===== src/rtl/vga_timing_gen.sv =====
// Raster timing generator: h/v pixel counters, active-low syncs, visible flag, frame-start strobe.
// Define VGA_PIX_DIV_EN to derive the pixel enable from a divide-by-2 of clk; otherwise every clk is a pixel.
module vga_timing_gen #(
  parameter int H_VISIBLE = 640,
  parameter int H_FRONT   = 16,
  parameter int H_SYNC    = 96,
  parameter int H_BACK    = 48,
  parameter int V_VISIBLE = 480,
  parameter int V_FRONT   = 10,
  parameter int V_SYNC    = 2,
  parameter int V_BACK    = 33
) (
  input  logic       clk,
  input  logic       reset,
  output logic       pix_tick,
  output logic [9:0] hcount,
  output logic [9:0] vcount,
  output logic       hsync,
  output logic       vsync,
  output logic       video_on,
  output logic       frame_start
);

  // Both totals must fit the 10-bit counters (<= 1024).
  localparam int H_TOTAL = H_VISIBLE + H_FRONT + H_SYNC + H_BACK;
  localparam int V_TOTAL = V_VISIBLE + V_FRONT + V_SYNC + V_BACK;

  localparam logic [9:0] H_LAST     = 10'(H_TOTAL - 1);
  localparam logic [9:0] V_LAST     = 10'(V_TOTAL - 1);
  localparam logic [9:0] H_VIS_END  = 10'(H_VISIBLE);
  localparam logic [9:0] V_VIS_END  = 10'(V_VISIBLE);
  localparam logic [9:0] HS_START   = 10'(H_VISIBLE + H_FRONT);
  localparam logic [9:0] HS_END     = 10'(H_VISIBLE + H_FRONT + H_SYNC);
  localparam logic [9:0] VS_START   = 10'(V_VISIBLE + V_FRONT);
  localparam logic [9:0] VS_END     = 10'(V_VISIBLE + V_FRONT + V_SYNC);

  logic [9:0] hcount_q, hcount_d;
  logic [9:0] vcount_q, vcount_d;
  logic       hsync_q, hsync_d;
  logic       vsync_q, vsync_d;
  logic       video_on_q, video_on_d;
  logic       frame_start_q, frame_start_d;

`ifdef VGA_PIX_DIV_EN
  logic div_q;

  always_ff @(posedge clk or negedge reset) begin
    if (!reset) begin
      div_q <= 1'b0;
    end else begin
      div_q <= ~div_q;
    end
  end

  assign pix_tick = div_q;
`else
  assign pix_tick = reset;
`endif

  // Syncs and video_on are decoded from the next counter values so they stay aligned with the counters.
  always_comb begin
    hcount_d      = hcount_q;
    vcount_d      = vcount_q;
    frame_start_d = 1'b0;
    if (pix_tick) begin
      if (hcount_q == H_LAST) begin
        hcount_d = 10'd0;
        if (vcount_q == V_LAST) begin
          vcount_d      = 10'd0;
          frame_start_d = 1'b1;
        end else begin
          vcount_d = vcount_q + 10'd1;
        end
      end else begin
        hcount_d = hcount_q + 10'd1;
      end
    end
    hsync_d    = !((hcount_d >= HS_START) && (hcount_d < HS_END));
    vsync_d    = !((vcount_d >= VS_START) && (vcount_d < VS_END));
    video_on_d = (hcount_d < H_VIS_END) && (vcount_d < V_VIS_END);
  end

  always_ff @(posedge clk or negedge reset) begin
    if (!reset) begin
      hcount_q      <= 10'd0;
      vcount_q      <= 10'd0;
      hsync_q       <= 1'b1;
      vsync_q       <= 1'b1;
      video_on_q    <= 1'b0;
      frame_start_q <= 1'b0;
    end else begin
      hcount_q      <= hcount_d;
      vcount_q      <= vcount_d;
      hsync_q       <= hsync_d;
      vsync_q       <= vsync_d;
      video_on_q    <= video_on_d;
      frame_start_q <= frame_start_d;
    end
  end

  assign hcount      = hcount_q;
  assign vcount      = vcount_q;
  assign hsync       = hsync_q;
  assign vsync       = vsync_q;
  assign video_on    = video_on_q;
  assign frame_start = frame_start_q;

endmodule


===== config.mk =====
export PLATFORM = sky130hd
export DESIGN_NAME = vga_timing_gen
export DESIGN_NICKNAME = d
export VERILOG_FILES = /design/src/rtl/vga_timing_gen.sv
export SDC_FILE = /design/constraint.sdc
export NUM_CORES = 1
export LEC_CHECK = 0
export ABC_CLOCK_PERIOD_IN_PS = 2660
export CAP_MARGIN = 15
export CORE_ASPECT_RATIO = 0.9
export CORE_MARGIN = 2
export CORE_UTILIZATION = 50
export CTS_CLUSTER_DIAMETER = 150
export DETAILED_ROUTE_END_ITERATION = 10
export PLACE_DENSITY = 0.87
export SLEW_MARGIN = 40
export SYNTH_ARGS = -nofsm -noshare
export SYNTH_HDL_FRONTEND = slang
export SYNTH_SLANG_ARGS = --single-unit

===== constraint.sdc =====
create_clock -name clk -period 2.66 [get_ports clk]
set_clock_uncertainty 0.15 [all_clocks]
set_input_delay 0.532 -clock clk [delete_from_list [all_inputs] [get_ports clk]]
set_output_delay 0.532 -clock clk [all_outputs]
set_load 0.005 [all_outputs]

# --- Word-level counts from Yosys, hierarchy flattened ---
# Cells that the tools add are included.
# Widths: inputs -> output; s select.
word_totals:
  output_inout_bits: 25
  word_cells: 29
  ff_bits: 24
  inputBits: 2
op_classes:
  n_mux: 8
  eq_ne: 2
  n_addsub: 2
  magnitude_cmp: 6
  reduce_logical: 5
op_table:
  columns: ["op", "count"]
  rows:
  - ["$mux 10", 5]
  - ["$add 10x1->10 const B", 2]
  - ["$eq 10x10->1 const B", 2]
  - ["$lt 10x10->1 const B", 2]
  - ["$lt 10x9->1 const B", 2]
  - ["$ge 10x10->1 const B", 1]
  - ["$ge 10x9->1 const B", 1]
  - ["$logic_and 1x1->1", 3]
  - ["$mux 1", 3]
  - ["$logic_not 1->1", 2]

# --- Depth between registers and ports, before layout ---
# Gate-level depths: netlist (run 1).
depth:
  depth_word: 7
  mapped_depth: 8
  depth_no_buf: 8

# --- Worst setup path before layout (run 1) ---
# Ideal clock, no wire load.
synth_timing:
  kind: "input to register"
  start: "input reset"
  end: "register video_on_q (netlist: video_on)"
  setup_time_ns: 0.066
  required_ns: 2.444
  cell_stages: 7
  path_buffers: 1
  arrival_ns: 2.033
  slack_ns: 0.411
  cell_sequence: "buf_4 nand2_2 or4_4 nor3_2 xnor2_1 nor3b_1 o22a_1"
synth_via:
  elab_chain_cells: 3
  elab_cells_between_ends: 5
  cone_classes: "order compare: 2; mux: 2; reduce/logical: 1"
synth_lines:
  columns: ["element", "line_no", "rtl"]
  rows:
  - ["start, declared", "14", "input logic reset,"]
  - ["$mux 10", "65", "if (pix_tick) begin"]
  - ["$lt 10x10->1 or $lt 10x9->1 (tied branches)", "80", "video_on_d = (hcount_d < H_VIS_END) && (vcount_d < V_VIS_END);"]
  - ["$logic_and 1x1->1 (*)", "80", null]
  - ["net video_on_d", "41", "logic video_on_q, video_on_d;"]
  - ["end signal, assigned", "96", "video_on_q <= video_on_d;"]
  - ["end, declared", "41", null]
# The timed path passes the listed nets; every way through them passes the cells marked *.

# --- Worst setup path in the final report (run 1) ---
layout_timing:
  start: "input reset"
  end: "output pix_tick"
layout_lines:
  columns: ["element", "line_no", "rtl"]
  rows:
  - ["end, declared", "15", "output logic pix_tick,"]
# No word-level cell between the ends.

==> results of run 1 <==
==> metal layers <==
layer	up-vias	GRT usage, %	part of all wire [%]
li1	542	-	-
met1	544	29.8	45
met2	42	38.8	49
met3	5	5.43	5.5
met4	0	4.65	0.98
met5	-	0	0
==> power by group <==
part	switching (W)	internal, W
sequential	0.0000811	0.000417
combinational	0.000115	0.000161
clock	0.000107	0.0000838
==> worst max-delay path by stage <==
stage	from	end	slack, ns	depth (start not counted)
finish	reset	pix_tick	0.17	3
global route	hcount[0]	video_on	0.09	7
CTS	reset	pix_tick	0.16	3
floorplan	reset	video_on	0.41	7
detailed placement	reset	video_on	-0.08	7
global placement	reset	vcount[7]	0.01	8
==> flip-flops by register name, indices dropped and copies added, names as in the netlist <==
register,flops
hcount,10
vcount,10
frame_start,1
hsync,1
video_on,1
vsync,1
==> through the flow <==
stage / total power, W / utilization [%] / cells
final: 0.000965 / 68.3 / 195
after global routing: 0.00102 / 68.3 / 195
after CTS: 0.000972 / 68.3 / 195
after detailed placement: 0.000778 / 66.8 / 191
after global placement: 0.000770 / 66.8 / 191
after floorplan: 0.000618 / - / 132
==> area by class of cell <==
type	instances	area, um^2
sequential	24	603
inverter	3	11.3
timing repair buffer	35	328
fill	190	782
tap	28	35.0
clock buffer	4	36.3
multi-input combinational	101	672
==> cells by family after synthesis <==
| family | after synthesis | synth area share (%) |
|---|---|---|
| adders and majority gates | 3 | 2.87 |
| DFF | 24 | 46.1 |
| and+or+nand+nor | 63 | 27.4 |
| buffers and inverters | 7 | 2.58 |
| AOI/OAI and AO/OA | 18 | 9.46 |
| xor gates and xnor gates | 15 | 10.0 |
| muxes | 2 | 1.53 |
==> synth_stat cells, types with 3 or more instances <==
| cell | n | area, um^2 |
|---|---|---|
| nand2_1 | 13 | 48.8 |
| nand3_1 | 5 | 25.0 |
| dfrtp_1 | 22 | 551 |
| xnor2_1 | 10 | 87.6 |
| nor3_1 | 4 | 20.0 |
| ha_1 | 3 | 37.5 |
| inv_1 | 3 | 11.3 |
| nand4_1 | 5 | 31.3 |
| nor2_1 | 13 | 48.8 |
| o21ai_0 | 5 | 25.0 |
| xor2_1 | 5 | 43.8 |
==> impl_metrics.tcl, run 1 <==
set metrics [dict create \
    r2r_start "hcount[0]" \
    synth_edf_count 0 \
    regToRegSetupSlack_ns 0.22 \
    grt_pass1_wl_um 5160 \
    postRouteAntennaNets 0 \
    avgRoutedWirePerCell_um 15.8 \
    core_um2 2470 \
    place_area_um2 1650 \
    slew_headroom_pct 47.4 \
    fin_nets 173 \
    drv_cap 0 \
    hold_buffers 0 \
    place_congestion 0.918 \
    port-buffer-count 26 \
    r2r_cells 8 \
    dpl_worst_slack_ns -0.0817 \
    critical_path_class "input pin to primary output" \
    drt_iter0_drc 71 \
    finalSetupViolations 0 \
    final_max_slew_viol_count 0 \
    dr_total_vias 1133 \
    drtPass1Iterations 4 \
    cpMaxStageDelayCell "clkdlybuf4s50_1" \
    period_needed_ns 2.49 \
    endpoint_kind "primary output" \
    cts_buffers 3 \
    post-route-period-util_pct 93.7 \
    hold_path.startpoint "vcount[8]" \
    num_rows 17 \
    final_cell_mix "clkdlybuf4s50_1, dfrtp_1, nor2_1, nand2_1, xnor2_1" \
    dp_hpwl_um 2320 \
    finalHoldViolCount 0 \
    rsz0062_at_grt "no" \
    n_antenna_cell 0 \
    drive_gt1_share_pct 12.6 \
    cts_resized 0 \
    critical-path-max-stage-delay_ns 0.53 \
    timing.final.ws_setup_ns 0.168 \
    initial_core_util_pct 53.0 \
    hold_path_end "vcount[8]" \
    power.density_nw_per_um2 573 \
    cp_cell_sequence "clkdlybuf4s50_1, buf_4, clkdlybuf4s50_1" \
    clk_path_buf_depth 2 \
    final_common_cell "clkdlybuf4s50_1" \
    wirelength_um 3070 \
    io_pins 27 \
    cts_tree "built" \
    hold_depth 1 \
    h-tree-depth 1 \
    design_area_um2 1690 \
    drc 0 \
    ys_ff_latch 24 \
    syn_area_um2 1310 \
    crit_family "buffers and inverters" \
    leakage_nw 0.693 \
    hp-class "flop to flop" \
    yosysWarnings 0 \
    cp_max_fo 14 \
    syn2layout_area_growth_pct 28.8 \
    seq_area_frac_synth_pct 46.1 \
    clock-sinks 24 \
    grt_usage_pct 22.8 \
    outcome "complete, no violations" \
    async_reset_ff_share_pct 100 \
    antenna_found_initial 0 \
    gr-total-overflow 0 \
    cts_setup_buffers 0 \
    die_area_um2 3040 \
    clk_pin_slew_ns 0.12 \
    synthesis.nets 137 \
    die_height_um 52.5 \
    max_clock_freq_mhz 401 \
    worst_pin_slew_ns 0.782 \
    path_common_cell "clkdlybuf4s50_1" \
    viasPerCell 5.81 \
    worst-path-buf-inv 3 \
    grt_pass1_vias 1089 \
    synth_cell_type_count 44 \
    clock_latency_ns 0.32 \
    holdWs_ns 0.426 \
    die_w_um 57.9 \
    crit_required_ns 1.98 \
    ir_drop_uv 723 \
    netlist_instances 132 \
    synth-main-ff-cell "dfrtp_1" \
    crit_arrival_ns 1.81 \
    syn_area_per_cell_um2 9.91 \
    fin_setup_tns_ns 0 \
    cts-root-buf "clkbuf_4" \
    reg2reg_to "video_on" \
    worstSetupStartpointType "input pin" \
    grt_max_degree 19 \
]
(Power assumes the default switching activity.)
==> inputs of run 2 (changes only) <==
Settings changed: CORE_UTILIZATION 50 to 55, DONT_BUFFER_PORTS set to 1, PLACE_DENSITY 0.87 to 0.79.
==> run 2 against run 1 <==
Effect of this change:
- sequential share of layout area is 8.4 points higher
- maximum frequency up 2.2%
- largest cell class unchanged
- global-route usage fell by 1.1 points
==> impl_metrics.tcl, run 2 (synthesis results as in run 1) <==
set metrics [dict create \
    grt_max_degree 25 \
    n_antenna_cell 0 \
    endpoint_kind "flop" \
    final_common_cell "dfrtp_1" \
    cts_setup_buffers 0 \
    max_clock_freq_mhz 410 \
    hp-class "input pin to asynchronous set/reset pin" \
    cp_max_fo 6 \
    slew_headroom_pct 48.2 \
    r2r_start "hcount[1]" \
    finalHoldViolCount 0 \
    fin_nets 141 \
    final_max_slew_viol_count 0 \
    die_area_um2 2790 \
    drive_gt1_share_pct 11.1 \
    clk_path_buf_depth 2 \
    met1_usage_pct 31.1 \
    reg2reg_to "video_on" \
    avgRoutedWirePerCell_um 16.5 \
    die_height_um 50.3 \
    post-route-period-util_pct 91.7 \
    cts_buffers 3 \
    fin_setup_tns_ns 0 \
    core_um2 2220 \
    crit_required_ns 2.77 \
    nFillCells 185 \
    port-buffer-count 0 \
    gr-total-overflow 0 \
    clock-sinks 24 \
    postRouteAntennaNets 0 \
    critical_path_class "flop to flop" \
    finalSetupViolations 0 \
    outcome "complete, no violations" \
    initial_core_util_pct 58.9 \
    period_needed_ns 2.44 \
    die_w_um 55.4 \
    cts-root-buf "clkbuf_4" \
    dr_total_vias 984 \
    gr-max-usage-layer "met2" \
    worstSetupStartpointType "flop" \
    syn2layout_area_growth_pct 4.49 \
    regToRegSetupSlack_ns 0.22 \
    clk_pin_slew_ns 0.12 \
    ir_drop_uv 451 \
    grt_pass1_vias 934 \
    multiInputGateArea_um2 672 \
    dpl_worst_slack_ns 0.248 \
    crit_arrival_ns 2.55 \
    fin_util_pct 61.5 \
    num_rows 16 \
    finalPower_w 0.000821 \
    viasPerCell 6.07 \
    rsz0062_at_grt "no" \
    holdWs_ns 0.0212 \
    h-tree-depth 1 \
    drt_iter0_drc 25 \
    drc 0 \
    grt_usage_pct 21.7 \
    final_cell_mix "dfrtp_1, nor2_1, nand2_1" \
    antenna_found_initial 0 \
    leakage_nw 0.560 \
    use_met2_pct 31.5 \
    dp_hpwl_um 1880 \
    regArea_um2 604 \
    drv_cap 0 \
    grt_util_met3_pct 6.96 \
    drtPass1Iterations 4 \
    clock_latency_ns 0.31 \
    power.density_nw_per_um2 600 \
    wirelength_um 2670 \
    cts_tree "built" \
    io_pins 27 \
    place_congestion 1.00 \
    timing.final.ws_setup_ns 0.222 \
    worst_pin_slew_ns 0.770 \
    r2r_cells 7 \
    grt_pass1_wl_um 4650 \
]
[run 2: worst max-delay path: stages (launching register included)]
cell and delay, ns:
dfrtp_1 0.45, ha_1 0.23, nand2_2 0.12, or4_4 0.59, nor3_2 0.22, xnor2_1 0.20
nor3b_1 0.24, o22a_1 0.18
[run 2: repair_timing]
action | 4_1_cts | 5_1_grt
setup endpoints to repair | 0 | 1
resized for setup | 0 | 1
hold buffers | 1 | 0
endpoints found under the hold margin | 24 | 0
[run 2: cell type report]
cell class / count / share of cell area, %
sequential: 24 / 44.2
clock buffer: 4 / 1.92
tap: 27 / 2.47
inverter: 3 / 0.823
timing repair buffer: 3 / 1.46
multi-input combinational: 101 / 49.1
[run 2: worst max-delay path by stage]
stage,from,end,slack [ns],depth (start not counted)
2_1_floorplan,reset,video_on,0.41,7
3_3_place_gp,hcount[0],video_on,0.36,7
3_5_place_dp,hcount[0],video_on,0.25,7
4_1_cts,hcount[0],video_on,0.21,7
5_1_grt,hcount[1],video_on,0.009,7
6_report,hcount[1],video_on,0.22,7
[run 2: layer usage]
layer	up-vias	part of all wire (%)
met5	-	0
met4	0	1.2
met3	5	7.2
met2	33	44
met1	472	47
li1	474	-
[run 2: report_power, final]
| group | switching, W | internal (W) | leakage (nW) |
|---|---|---|---|
| logic | 0.0000796 | 0.0000709 | 0.245 |
| registers | 0.0000898 | 0.000418 | 0.300 |
| clock network | 0.000104 | 0.0000587 | 0.0150 |
| total | 0.000273 | 0.000548 | 0.560 |
[run 2: per-stage QoR]
step | cell area (um^2) | std cells
after floorplan | 1310 | 132
after global placement | 1340 | 157
after CTS | 1370 | 162
after global routing | 1370 | 162
after detailed placement | 1340 | 157
final | 1370 | 162
